File: src/rtl/score_display.sv
// Score keeping and seven-segment output: counts pipes cleared by the bird in
// BCD, tracks the best score, and multiplexes the live score onto four digits.
module score_display #(
    parameter logic [9:0] PIPE_WIDTH   = 10'd60,
    parameter int         REFRESH_BITS = 18
) (
    input  logic        Clk,
    input  logic        Reset,
    input  logic        Start,
    input  logic        Lost,
    input  logic [9:0]  PipeX1,
    input  logic [9:0]  PipeX2,
    input  logic [9:0]  BirdX,
    output logic [15:0] score,
    output logic [15:0] best,
    output logic [6:0]  ssdOut,
    output logic [3:0]  anode
);

    typedef enum logic [1:0] {IDLE, PLAY, OVER} state_t;

    state_t                  state, nextState;
    logic                    startQ, startRise;
    logic                    pass1, pass2, passPrev1, passPrev2;
    logic                    ev1, ev2;
    logic [1:0]              incAmt;
    logic [15:0]             scoreNext, bestNext;
    logic [REFRESH_BITS-1:0] refreshCnt;
    logic [1:0]              sel;
    logic [3:0]              digit;
    logic                    blank;

    // Ripple BCD add of 0..2; any carry out of the thousands digit saturates.
    function automatic logic [15:0] bcdAdd(input logic [15:0] v, input logic [1:0] inc);
        logic [15:0] r;
        logic [4:0]  d;
        logic [1:0]  c;
        r = '0;
        c = inc;
        for (int i = 0; i < 4; i++) begin
            d = {1'b0, v[4*i +: 4]} + {3'b000, c};
            if (d > 5'd9) begin
                r[4*i +: 4] = 4'(d - 5'd10);
                c = 2'd1;
            end else begin
                r[4*i +: 4] = d[3:0];
                c = 2'd0;
            end
        end
        return (c != 2'd0) ? 16'h9999 : r;
    endfunction

    function automatic logic [6:0] seg7(input logic [3:0] d);
        case (d)
            4'd0:    seg7 = 7'b0000001;
            4'd1:    seg7 = 7'b1001111;
            4'd2:    seg7 = 7'b0010010;
            4'd3:    seg7 = 7'b0000110;
            4'd4:    seg7 = 7'b1001100;
            4'd5:    seg7 = 7'b0100100;
            4'd6:    seg7 = 7'b0100000;
            4'd7:    seg7 = 7'b0001111;
            4'd8:    seg7 = 7'b0000000;
            4'd9:    seg7 = 7'b0000100;
            default: seg7 = 7'b1111111;
        endcase
    endfunction

    assign startRise = Start & ~startQ;
    assign pass1     = ({1'b0, PipeX1} + {1'b0, PIPE_WIDTH}) < {1'b0, BirdX};
    assign pass2     = ({1'b0, PipeX2} + {1'b0, PIPE_WIDTH}) < {1'b0, BirdX};
    assign ev1       = pass1 & ~passPrev1;
    assign ev2       = pass2 & ~passPrev2;
    assign incAmt    = {1'b0, ev1} + {1'b0, ev2};

    always_ff @(posedge Clk or negedge Reset) begin
        if (!Reset) state <= IDLE;
        else        state <= nextState;
    end

    always_comb begin
        nextState = state;
        case (state)
            IDLE:    if (startRise) nextState = PLAY;
            PLAY:    if (Lost)      nextState = OVER;
            OVER:    if (startRise) nextState = PLAY;
            default: nextState = IDLE;
        endcase
    end

    always_comb begin
        scoreNext = score;
        bestNext  = best;
        case (state)
            IDLE: scoreNext = 16'h0000;
            PLAY: begin
                // Lost wins over a same-cycle pass; BCD orders like binary.
                if (Lost) begin
                    if (score > best) bestNext = score;
                end else if (incAmt != 2'd0) begin
                    scoreNext = bcdAdd(score, incAmt);
                end
            end
            OVER: if (startRise) scoreNext = 16'h0000;
            default: scoreNext = 16'h0000;
        endcase
    end

    // Pass history follows every cycle, so entering PLAY arms on the current view.
    always_ff @(posedge Clk or negedge Reset) begin
        if (!Reset) begin
            score     <= 16'h0000;
            best      <= 16'h0000;
            startQ    <= 1'b0;
            passPrev1 <= 1'b0;
            passPrev2 <= 1'b0;
        end else begin
            score     <= scoreNext;
            best      <= bestNext;
            startQ    <= Start;
            passPrev1 <= pass1;
            passPrev2 <= pass2;
        end
    end

    assign sel   = refreshCnt[REFRESH_BITS-1 -: 2];
    assign digit = score[4*sel +: 4];

    always_comb begin
        blank = 1'b0;
        case (sel)
            2'd1: blank = (score[15:4]  == 12'h000);
            2'd2: blank = (score[15:8]  == 8'h00);
            2'd3: blank = (score[15:12] == 4'h0);
            default: blank = 1'b0;
        endcase
    end

    always_ff @(posedge Clk or negedge Reset) begin
        if (!Reset) begin
            refreshCnt <= '0;
            anode      <= 4'b1110;
            ssdOut     <= 7'b0000001;
        end else begin
            refreshCnt <= refreshCnt + {{(REFRESH_BITS-1){1'b0}}, 1'b1};
            anode      <= blank ? 4'b1111 : ~(4'b0001 << sel);
            ssdOut     <= blank ? 7'b1111111 : seg7(digit);
        end
    end

endmodule
File: config.mk
export PLATFORM = sky130hd
export DESIGN_NAME = score_display
export DESIGN_NICKNAME = d
export VERILOG_FILES = /design/src/rtl/score_display.sv
export SDC_FILE = /design/constraint.sdc
export NUM_CORES = 1
export LEC_CHECK = 0
export BUFFER_PORTS_ARGS = -buffer_cell sky130_fd_sc_hd__buf_2
export CORE_UTILIZATION = 62
export DETAILED_ROUTE_END_ITERATION = 8
export PLACE_DENSITY = 0.95
export SYNTH_ARGS = -nofsm -noshare
export SYNTH_HDL_FRONTEND = slang
export SYNTH_SLANG_ARGS = --single-unit
File: constraint.sdc
create_clock -name Clk -period 12.3 [get_ports Clk]
set_input_delay 2.46 -clock Clk [delete_from_list [all_inputs] [get_ports Clk]]
set_output_delay 2.46 -clock Clk [all_outputs]
set_load 0.01 [all_outputs]
==> flow_summary.yaml <==
outcome:
  outcome: "completed"
timing:
  finalHoldViolations: 0
  worst_slack_ns: 2.19
  final.setup.tns_ns: 0
  finalWorstPathRequiredPeriod_ns: 10.11
  worst-slew-pin-transition_ns: 1.07
  setup_viol_count_final: 0
  fin_crit_sh: 0.822
  grt_setup_unrepaired: "false"
  maxSlewViolCount: 0
  finClkSkew_ns: 0.00814
  maxClockFrequency_mhz: 98.9
  timing.slew.headroom: 0.285
clock_network:
  htreeDepth: 3
  cts_tree: "done"
  cts_buffers: 9
  cts_repair_resize_count: 0
  worst_setup_hold_path_clk_slew_ns: 0.07
  post_cts_buffers: 0
  ctsHoldBuffers: 0
  clock-root-buffer: "clkbuf_8"
  tritoncts_num_sinks: 66
  clk_latency_ns: 0.36
  cts_max_path_buffers: 2
floorplanning:
  chipWidth_um: 89.1
  design.die.area_um2: 7940
  boundaryPins: 77
  rows: 31
  initial_core_util: 0.646
  die_h_um: 89.1
  design.core.area_um2: 7290
finish:
  design.final.nets: 652
  nFillCells: 510
  syn_to_final_growth_pct: 14.0
  drive_gt1_frac: 0.233
  most-common-layout-cells: "76 x buf_2, 62 x dfrtp_1, 56 x ha_1, 47 x inv_1, 45 x nand2_1"
  multi_input_logic_area_um2: 2800
  insertedDiodeCount: 0
  final_common_cell: "buf_2"
  final_area_um2: 5370
  sequential_cell_area_um2: 1660
critical_path:
  cp-start-kind: "input port"
  cp-end-kind: "flip-flop"
  worst-path-buf-inv: 3
  rr_worst_depth: 27
  timing.critical_path.slowest_stage_cell: "nor3_2"
  setup.worst_path.class: "in2reg"
  required_ns: 12.54
  crit_arrival_ns: 10.35
  path_common_cell: "ha_1"
  timing.critical_path.max_delay_family: "adder cells"
  critPathMaxFanout: 11
  logic_depth_of_the_worst_path_buffers_included: 35
  crit_path_max_incr_delay_ns: 0.55
logic_synthesis:
  syn_area_um2: 4710
  yosys-top-cells-area: "dfrtp_1 33%, ha_1 15%, xnor2_1 4.3%, inv_1 3.7%, nand2_1 3.6%"
  synth.net_count: 577
  synth-main-ff-cell: "dfrtp_1"
  synthesis.instances: 486
  post-synth-top-area-fraction: 0.330
  yosys_register_bits: 66
  yosys.area.top_type: "dfrtp_1"
  synth_enable_flop_cells: 0
  yosys.cell_types.count: 61
  synthArstFlopShare: 1.00
  syn_area_per_cell_um2: 9.69
  synth-seq-area-share: 0.352
  yosys_warnings: 0
flow_run:
  drv.max_cap_violation_count: 0
detailed_routing:
  count_of_tritonroute_iterations_in_the_first_routing_pass: 5
  route.detailed.vias_per_inst: 6.06
  detailroute.via_count: 4033
  drt-total-wl_um: 11200
  detailedRoute.firstIterationViolations: 390
  drc: 0
  routed_wire_length_per_instance_um: 16.9
  detail-route-antenna-nets: 0
placement:
  rd_place_congestion: 0.900
  dpl-instance-area_um2: 5150
  pre_cts_ws_ns: 2.00
  buffer_ports.inserted: 76
  detailed_place_hpwl_um: 8140
power:
  peakVddDrop_mv: 0.0719
  power.static_leakage_nw: 2.70
  power.density_cell_area_nw_per_um2: 114
global_route:
  grt_pass1_vias: 4026
  first_pass_grt_wire_length_um: 18300
  antenna_found_initial: 0
  gr_util_all_layers: 0.303
  globalRoute.totalOverflow: 0
  grt_max_degree: 67
min_path:
  worst_hold_path_type: "reg2reg"
  whs_path_depth: 1
[synth_stat cells, types with 6 or more instances]
master	count
inv_1	47
a31oi_1	6
mux2_2	10
nand2_1	45
nor2_1	23
ha_1	56
xor2_1	12
mux2_4	9
nand3_1	10
clkbuf_1	8
o21ai_0	28
nand4_1	9
xnor2_1	23
dfrtp_1	62
a21oi_1	23
a21o_1	8
mux2i_1	7
nand2b_1	11
nor3_1	6
[worst paths after layout]
check / from / endpoint / slack, ns
worst max-delay path: PipeX2[2] / score[6] / 2.19
worst min-delay path: refreshCnt[0] / refreshCnt[0] / 0.47
worst max register to register: passPrev2 / score[6] / 5.40
worst min register to register: refreshCnt[0] / refreshCnt[0] / 0.47
max in group asynchronous: Reset / state[1] / 9.46
min in group asynchronous: Reset / best[3] / 2.27
[flip-flops by register name, summed over array words and instances (netlist names)]
signal,cells
passPrev2,1
startQ,1
passPrev1,1
anode,4
refreshCnt,18
state,2
score,16
best,16
ssdOut,7
[where the power goes]
group          internal (W)  switching (W)  total, W
Sequential         0.000232      0.0000113  0.000244
Clock              0.000114      0.0000877  0.000202
Combinational     0.0000680      0.0000989  0.000167
Total              0.000415       0.000198  0.000613
[metrics by stage]
stage	hold WS (ns)	power (W)	cells	util
after detailed placement	0.451	0.000410	649	0.706
after CTS	0.468	0.000614	665	0.736
final	0.466	0.000613	665	0.736
after floorplan	0.422	0.000361	486	-
after global placement	0.438	0.000402	649	0.706
after global routing	0.493	0.000650	665	0.736
[cells by family after synthesis]
kind of cell / after synthesis / synth area share
compound gates: 103 / 0.147
xor+xnor: 35 / 0.0651
fa+ha+maj: 57 / 0.153
buf+inv: 60 / 0.0524
flops: 66 / 0.352
mux: 29 / 0.0819
simple gates: 136 / 0.149
[final cells by class]
type,count,area share
Tap cell,99,0.0231
Sequential cell,66,0.309
Clock buffer,10,0.0238
Multi-Input combinational cell,360,0.522
Clock inverter,6,0.0170
Inverter,47,0.0329
Timing Repair Buffer,77,0.0723
[per-layer routing]
layer	up-vias	global-route usage	part of all wire
met4	0	0.159	0.034
met5	-	0	0
met2	207	0.523	0.50
li1	1873	-	-
met1	1902	0.344	0.39
met3	51	0.0785	0.071
No activity file was read; power rests on OpenSTA's default activity.
